===== src/rtl/obstacle_spawner.sv =====
`default_nettype none
// ============================================================================
// Module   : obstacle_spawner
// Purpose  : Turns the game engine's 3-bit LFSR output into timed obstacle
//            spawn requests. It counts game ticks between spawns and draws a
//            lane from the random value, rejecting lanes that are out of range
//            or that repeat the previous lane. A fallback lane is used after
//            too many rejected draws. The lane is offered on a valid/ready
//            handshake. The LFSR is stepped only when a draw consumes its value.
// Ports    : clk, rst_n         - clock, asynchronous active-low reset
//            enable             - game running; low returns to IDLE
//            tick               - one-cycle game-tick pulse
//            interval[7:0]      - ticks between spawns, sampled on reload
//            rnd[2:0]           - current LFSR output
//            rnd_step           - LFSR clock enable (high only while drawing)
//            spawn_valid        - registered spawn request valid
//            spawn_lane[2:0]    - lane of the request
//            spawn_ready        - playfield accepts the request
//            spawn_count[15:0]  - accepted spawns, saturating
//            fallback_used      - one-cycle pulse when the fallback lane is used
// Revision : 1.0 - initial release
// ============================================================================
module obstacle_spawner #(
    parameter int NUM_LANES    = 5,
    parameter int MIN_INTERVAL = 4,
    parameter int MAX_DRAWS    = 8
) (
    input  logic        clk,
    input  logic        rst_n,
    input  logic        enable,
    input  logic        tick,
    input  logic [7:0]  interval,
    input  logic [2:0]  rnd,
    output logic        rnd_step,
    output logic        spawn_valid,
    output logic [2:0]  spawn_lane,
    input  logic        spawn_ready,
    output logic [15:0] spawn_count,
    output logic        fallback_used
);

    localparam int                DRAW_W      = $clog2(MAX_DRAWS + 1);
    localparam logic [7:0]        C_MIN_IVL   = 8'(MIN_INTERVAL);
    localparam logic [3:0]        C_NUM_LANES = 4'(NUM_LANES);
    localparam logic [DRAW_W-1:0] C_MAX_DRAWS = DRAW_W'(MAX_DRAWS);
    localparam logic [2:0]        C_LANE_NONE = 3'b111;

    typedef enum logic [1:0] {
        S_IDLE  = 2'd0,
        S_COUNT = 2'd1,
        S_DRAW  = 2'd2,
        S_OFFER = 2'd3
    } state_t;

    state_t              state_q,     state_d;
    logic [7:0]          cnt_q,       cnt_d;
    logic [DRAW_W-1:0]   draws_q,     draws_d;
    logic [2:0]          last_lane_q, last_lane_d;
    logic [2:0]          lane_q,      lane_d;
    logic                valid_q,     valid_d;
    logic [15:0]         count_q,     count_d;
    logic                fb_q,        fb_d;

    logic [7:0]          w_reload;
    logic                w_rnd_ok;
    logic [2:0]          w_fallback_lane;
    logic                w_last_draw;
    logic                w_handshake;
    logic [15:0]         w_count_inc;

    // Short intervals are clamped so spawns can never come back-to-back.
    assign w_reload    = (interval < C_MIN_IVL) ? C_MIN_IVL : interval;
    assign w_rnd_ok    = ({1'b0, rnd} < C_NUM_LANES) && (rnd != last_lane_q);
    assign w_last_draw = ((draws_q + DRAW_W'(1)) == C_MAX_DRAWS);
    assign w_handshake = valid_q && spawn_ready;
    assign w_count_inc = (count_q == 16'hFFFF) ? count_q : (count_q + 16'd1);

    // Fallback lane: the lane after the previous one (wrapping), or lane 0
    // when nothing has been spawned yet.
    always_comb begin
        w_fallback_lane = 3'd0;
        if ((last_lane_q != C_LANE_NONE) &&
            ({1'b0, last_lane_q} != (C_NUM_LANES - 4'd1))) begin
            w_fallback_lane = last_lane_q + 3'd1;
        end
    end

    always_comb begin
        state_d     = state_q;
        cnt_d       = cnt_q;
        draws_d     = draws_q;
        last_lane_d = last_lane_q;
        lane_d      = lane_q;
        valid_d     = valid_q;
        count_d     = count_q;
        fb_d        = 1'b0;

        case (state_q)
            S_IDLE: begin
                valid_d = 1'b0;
                draws_d = '0;
                if (enable) begin
                    cnt_d   = w_reload;
                    state_d = S_COUNT;
                end
            end

            S_COUNT: begin
                if (!enable) begin
                    draws_d = '0;
                    state_d = S_IDLE;
                end else if (tick) begin
                    if (cnt_q <= 8'd1) begin
                        draws_d = '0;
                        state_d = S_DRAW;
                    end else begin
                        cnt_d = cnt_q - 8'd1;
                    end
                end
            end

            S_DRAW: begin
                if (!enable) begin
                    draws_d = '0;
                    state_d = S_IDLE;
                end else if (w_rnd_ok) begin
                    lane_d  = rnd;
                    valid_d = 1'b1;
                    draws_d = '0;
                    state_d = S_OFFER;
                end else if (w_last_draw) begin
                    // A stuck or hostile LFSR still yields a spawn here.
                    lane_d  = w_fallback_lane;
                    valid_d = 1'b1;
                    fb_d    = 1'b1;
                    draws_d = '0;
                    state_d = S_OFFER;
                end else begin
                    draws_d = draws_q + DRAW_W'(1);
                end
            end

            S_OFFER: begin
                // A handshake in the same cycle as enable=0 still completes.
                if (w_handshake) begin
                    count_d     = w_count_inc;
                    last_lane_d = lane_q;
                    cnt_d       = w_reload;
                    valid_d     = 1'b0;
                    state_d     = enable ? S_COUNT : S_IDLE;
                end else if (!enable) begin
                    valid_d = 1'b0;
                    state_d = S_IDLE;
                end
            end

            default: begin
                valid_d = 1'b0;
                draws_d = '0;
                state_d = S_IDLE;
            end
        endcase
    end

    always_ff @(posedge clk or negedge rst_n) begin
        if (!rst_n) begin
            state_q     <= S_IDLE;
            cnt_q       <= 8'd0;
            draws_q     <= '0;
            last_lane_q <= C_LANE_NONE;
            lane_q      <= 3'd0;
            valid_q     <= 1'b0;
            count_q     <= 16'd0;
            fb_q        <= 1'b0;
        end else begin
            state_q     <= state_d;
            cnt_q       <= cnt_d;
            draws_q     <= draws_d;
            last_lane_q <= last_lane_d;
            lane_q      <= lane_d;
            valid_q     <= valid_d;
            count_q     <= count_d;
            fb_q        <= fb_d;
        end
    end

    // The LFSR advances on the same edge that consumes its value.
    assign rnd_step      = (state_q == S_DRAW);
    assign spawn_valid   = valid_q;
    assign spawn_lane    = lane_q;
    assign spawn_count   = count_q;
    assign fallback_used = fb_q;

endmodule
`default_nettype wire


===== config.mk =====
export PLATFORM = sky130hd
export DESIGN_NAME = obstacle_spawner
export DESIGN_NICKNAME = d
export VERILOG_FILES = /design/src/rtl/obstacle_spawner.sv
export SDC_FILE = /design/constraint.sdc
export NUM_CORES = 1
export LEC_CHECK = 0
export BUFFER_PORTS_ARGS = -buffer_cell sky130_fd_sc_hd__buf_4
export CORE_UTILIZATION = 50
export DETAILED_ROUTE_END_ITERATION = 10
export GPL_TIMING_DRIVEN = 0
export PLACE_DENSITY = 0.72
export SETUP_SLACK_MARGIN = 0.05
export SYNTH_ARGS = -nofsm -noshare
export SYNTH_HDL_FRONTEND = slang
export SYNTH_SLANG_ARGS = --single-unit

===== constraint.sdc =====
create_clock -name clk -period 2.5 [get_ports clk]
set_input_delay 0.5 -clock clk [delete_from_list [all_inputs] [get_ports clk]]
set_output_delay 0.5 -clock clk [all_outputs]
set_load 0.05 [all_outputs]

Word-level counts from Yosys, hierarchy flattened
Index checks and enable logic that the tools add are counted.

Add/subtract/negate cells: 4. Magnitude comparators: 3. Eq/ne operators: 19. Muxes and demuxes: 38. Bitwise gates (word level): 1. Reductions and logical operators: 15.

Operator list (number): $mux W8 (6); $mux W4 (6); $pmux W8 S3 (1); $mux W2 (9); $add A16 B1 Y16 const B (1); $eq A16 B16 Y1 const B (1); $ne A3 B3 Y1 const B (5); $ne A2 B2 Y1 const B (6); $pmux W4 S3 (1); $mux W1 (10); $mux W3 (3); $reduce_and A3 Y1 (3); $reduce_bool A3 Y1 (3); $le A8 B1 Y1 const B (1); $lt A8 B3 Y1 const B (1); $pmux W2 S4 (1); $sub A8 B1 Y8 const B (1); $reduce_and A6 Y1 (1); $reduce_and A5 Y1 (1); $add A4 B1 Y4 const B (1); $eq A2 B2 Y1 const B (2); $eq A4 B4 Y1 const B (1); $ne A4 B2 Y1 const B (1); $reduce_and A4 Y1 (1); other kinds (11) (13).

Register bits: 38. Bits of input ports: 16. Output and inout bits: 22. Logic and storage cells: 88.

Longest topological paths before layout
Word-level depth: 6. Mapped depth: 8. Gate-level depth less buffers: 7.

Least setup slack after synthesis
OpenSTA, ideal clock, no wires.

Path kind: register to register. Start point: register valid_q (netlist: spawn_valid). End point: register cnt_q[4]. Setup time: 0.126 ns. Arrival: 1.836 ns. Required time: 2.374 ns. Setup slack: 0.538 ns. Stages on the path, launching flop included: 6. Buffers on the path: 0. Period minus slack after synthesis: 1.962 ns. Path through: dfrtp_1 > a21boi_1 > nor2_1 > a21oi_2 > or2_2 > a221o_1.

Word-level cells in the longest chain between the ends: 3.

RTL lines: start: declaration (RTL line 60) `logic valid_q, valid_d;`; start signal: assignment (RTL line 181) `valid_q <= valid_d;`; $logic_and A1 B1 Y1 (RTL line 75) `assign w_handshake = valid_q && spawn_ready;`; $ne A2 B2 Y1 (no source line); $reduce_and A6 Y1 (no source line); end signal: assignment (RTL line 177) `cnt_q <= cnt_d;`; end: declaration (RTL line 56) `logic [7:0] cnt_q, cnt_d;`.

No other way between the ends. A chain may end at the register's enable or synchronous reset.

Worst setup path after layout
Start point: register state_q[0]. End point: register cnt_q[1].

Word-level cells in the longest chain between the ends: 3. Elaborated cells between the ends (all ways): 11. Classes of those cells: eq/ne (7); mux (1); reduce/logical (3).

RTL lines: start: declaration (RTL line 55) `state_t state_q, state_d;`; start signal: assignment (RTL line 176) `state_q <= state_d;`; $eq A2 B1 Y1 (tied with other cells) (RTL line 98) `case (state_q)`; $ne A2 B2 Y1 (no source line) or $reduce_bool A3 Y1 (tied branches); $reduce_and A6 Y1 (no source line).

Several ways; a longest one is shown, not always the timed one.

==> results.sh <==
export IMPL_cp_buffers_inverters=0
export IMPL_fin_crit_ps=2190
export IMPL_grt_pass1_vias=1805
export IMPL_hold_buffers=0
export IMPL_max_slew_margin=0.518
export IMPL_hold_path_class="in2async"
export IMPL_power_mw=2.59
export IMPL_crit_required_ps=2680
export IMPL_post_cts_resized=0
export IMPL_p_seq_frac=0.348
export IMPL_path_clk_slew_ps=70
export IMPL_setup_viol=0
export IMPL_ios=38
export IMPL_worstSetupPathType="reg2reg"
export IMPL_path_cells="ha_1, a21boi_1, nor2_1, a21oi_2, or2_2, mux2_2"
export IMPL_die_area_um2=4820
export IMPL_cts_max_path_buffers=2
export IMPL_worst_r2r_setup_slack_ps=310
export IMPL_die_h_um=69.4
export IMPL_p_sw_mw=1.06
export IMPL_grt_pass1_wl_um=8070
export IMPL_wire_per_inst_um=13.9
export IMPL_vias=1891
export IMPL_synth_xor_area_frac=0.0616
export IMPL_multi_input_area_um2=1260
export IMPL_p_int_mw=1.53
export IMPL_synth_largest_area_cell="dfrtp_1"
export IMPL_grt_remaining_overflow=0
export IMPL_cts_setup_buffers=0
export IMPL_h_tree_depth=2
export IMPL_cp_arrival_ps=2370
export IMPL_worstPathMaxFanout=9
export IMPL_drive_above_1_share=0.245
export IMPL_drtAntennaViolNets=0
export IMPL_synth_ff_type="dfrtp_1"
export IMPL_status="complete, no violations"
export IMPL_synth_compound_area_share=0.167
export IMPL_r2r_end="cnt_q[1]"
export IMPL_timing_rr_start="state_q[0]"
export IMPL_synth_cell_type_count=51
export IMPL_cts_root_buf="clkbuf_8"
export IMPL_synth_edff_count=0
export IMPL_slew_viol_final=0
export IMPL_antenna_found_initial=0
export IMPL_ys_ff_latch=38
export IMPL_pwr_share_comb=0.451
export IMPL_min_period_over_period=0.875
export IMPL_hpwl_um=3430
export IMPL_worst_path_largest_cell_delay_ps=400
export IMPL_grt_max_degree=39
export IMPL_synth_avg_cell_area_um2=9.59
export IMPL_power_frac_clock=0.200
export IMPL_layout_area_overhead_vs_synth_pct=19.9
export IMPL_yosys_top_cells_area="dfrtp_1 (39%), ha_1 (6.6%), nand2_1 (4.5%)"
export IMPL_vias_per_cell=5.66
export IMPL_cts_inserted_buffers=5
export IMPL_fp_coreArea_um2=4350
export IMPL_swShare=0.410
export IMPL_fin_util=0.626
export IMPL_yosys_area_share_simple=0.221
export IMPL_max_freq_ghz=0.457
export IMPL_tns_ps=0
export IMPL_drtIter0Drc=87
export IMPL_chipWidth_um=69.4
export IMPL_whs_ps=163
export IMPL_async_flop_share=1.00
export IMPL_end_kind="flop"
export IMPL_nNetsFinal=309
export IMPL_clock_latency_ps=290
export IMPL_ff2ff_path_depth=6
export IMPL_first_pass_iters=5
export IMPL_synth_fa_ha_area_frac=0.0660
export IMPL_io_buffers=37
export IMPL_hold_viol_final=0
export IMPL_synth_nets=265
export IMPL_critPathLaunchType="flop"
export IMPL_synth_most_common_cell="dfrtp_1"
export IMPL_row_count=24
export IMPL_synth_common_cells="dfrtp_1 (35), nand2_1 (27), nor2_1 (17), nor3_1 (14), ha_1 (12)"
export IMPL_syn_inst=237
export IMPL_yosys_area_top_type_share=0.385
export IMPL_finClkSkew_ps=3.80
export IMPL_crit_family="compound AO/OA/AOI/OAI gates"
export IMPL_vdd_ir_drop_max_v=0.000658
export IMPL_p_leak_nw=1.26
export IMPL_crit_end="cnt_q[1]"
export IMPL_power_density_nw_per_um2=949
export IMPL_gp_routability_congestion=0.866
export IMPL_crit_slowest_cell="dfrtp_1"
export IMPL_antennaDiodeCount=0
export IMPL_synth_top_family_by_area="simple AND/OR/NAND/NOR gates"
export IMPL_routed_wl_um=4640
export IMPL_numClockSinks=38
export IMPL_maxCapViolations=0
export IMPL_syn_area_um2=2270
export IMPL_grtUsageTotal=0.208
export IMPL_start_util=0.522
export IMPL_grt_setup_unrepaired="no"
export IMPL_seqCellArea_um2=955
export IMPL_tightest_slew_ps=717
export IMPL_cp_num_cells=6
export IMPL_fillers=376
export IMPL_yosysWarnings=0
export IMPL_synth_mux_area_frac=0.0407
export IMPL_cts_tree="yes"
export IMPL_synth_seq_area_share=0.420
export IMPL_route_detailed_drc=0
export IMPL_crit_start="state_q[0]"
through the flow:
step           instance area [um^2]  instances  worst slack [ps]
5_1_grt                        2730        334               120
3_3_place_gp                   2620        326               337
3_5_place_dp                   2620        326               337
2_1_floorplan                  2270        237               538
4_1_cts                        2730        334               342
6_report                       2730        334               312
how the worst min path moves through the flow:
stage | from | endpoint | cells after the start
global placement | spawn_count[5] | spawn_count[5] | 1
global route | rst_n | spawn_count[2] | 1
floorplan | rst_n | cnt_q[0] | 0
detailed placement | rst_n | spawn_lane[0] | 1
finish | rst_n | spawn_count[5] | 1
CTS | rst_n | spawn_count[3] | 1
final cells by class:
class | count | share of cell area
sequential | 38 | 0.350
clock inverter | 3 | 0.0147
multi-input combinational | 185 | 0.464
buffer | 3 | 0.00459
clock buffer | 5 | 0.0253
timing repair buffer | 37 | 0.102
tap | 52 | 0.0239
inverter | 11 | 0.0152
layer usage:
layer | up-vias | track usage | routed length, um
li1 | 951 | - | -
met1 | 892 | 0.281 | 2250
met2 | 44 | 0.330 | 2170
met3 | 4 | 0.0378 | 203
met4 | 0 | 0.0816 | 25
met5 | - | 0 | 0
power by group through the flow:
stage	Sequential (mW)	Clock [mW]	Combinational, mW
3_5_place_dp	0.909	0	1.17
6_report	0.900	0.518	1.17
5_1_grt	0.924	0.560	1.32
4_1_cts	0.898	0.534	1.17
2_1_floorplan	0.972	0	0.801
3_3_place_gp	0.904	0	1.15
placed cells by master, fill, tap and decap left out, types with 5 or more instances in the layout:
cell,n
nor2_1,17
nor3_1,14
a21oi_1,5
clkbuf_8,5
mux2_2,6
nand3_1,9
xnor2_1,11
dfrtp_1,35
inv_1,11
nand2_1,27
nand4_1,9
and2_1,5
o21ai_0,7
ha_1,12
xor2_1,5
buf_4,37
worst reg2reg max path, cell delays in order (launching register included):
cell      delay, ps
dfrtp_1         400
ha_1            180
a21boi_1        400
nor2_1          160
a21oi_2         380
or2_2           230
mux2_2          330
registers in the layout, summed over array words and instances (netlist names):
signal	flops
last_lane_q	3
fallback_used	1
spawn_count	16
spawn_valid	1
cnt_q	8
draws_q	4
spawn_lane	3
state_q	2
cells by family after synthesis:
group | Yosys count
compound gates | 48
xor+xnor | 16
fa+ha+maj | 12
buf+inv | 14
flops | 38
mux | 8
simple gates | 101
(Power assumes the default switching activity.)
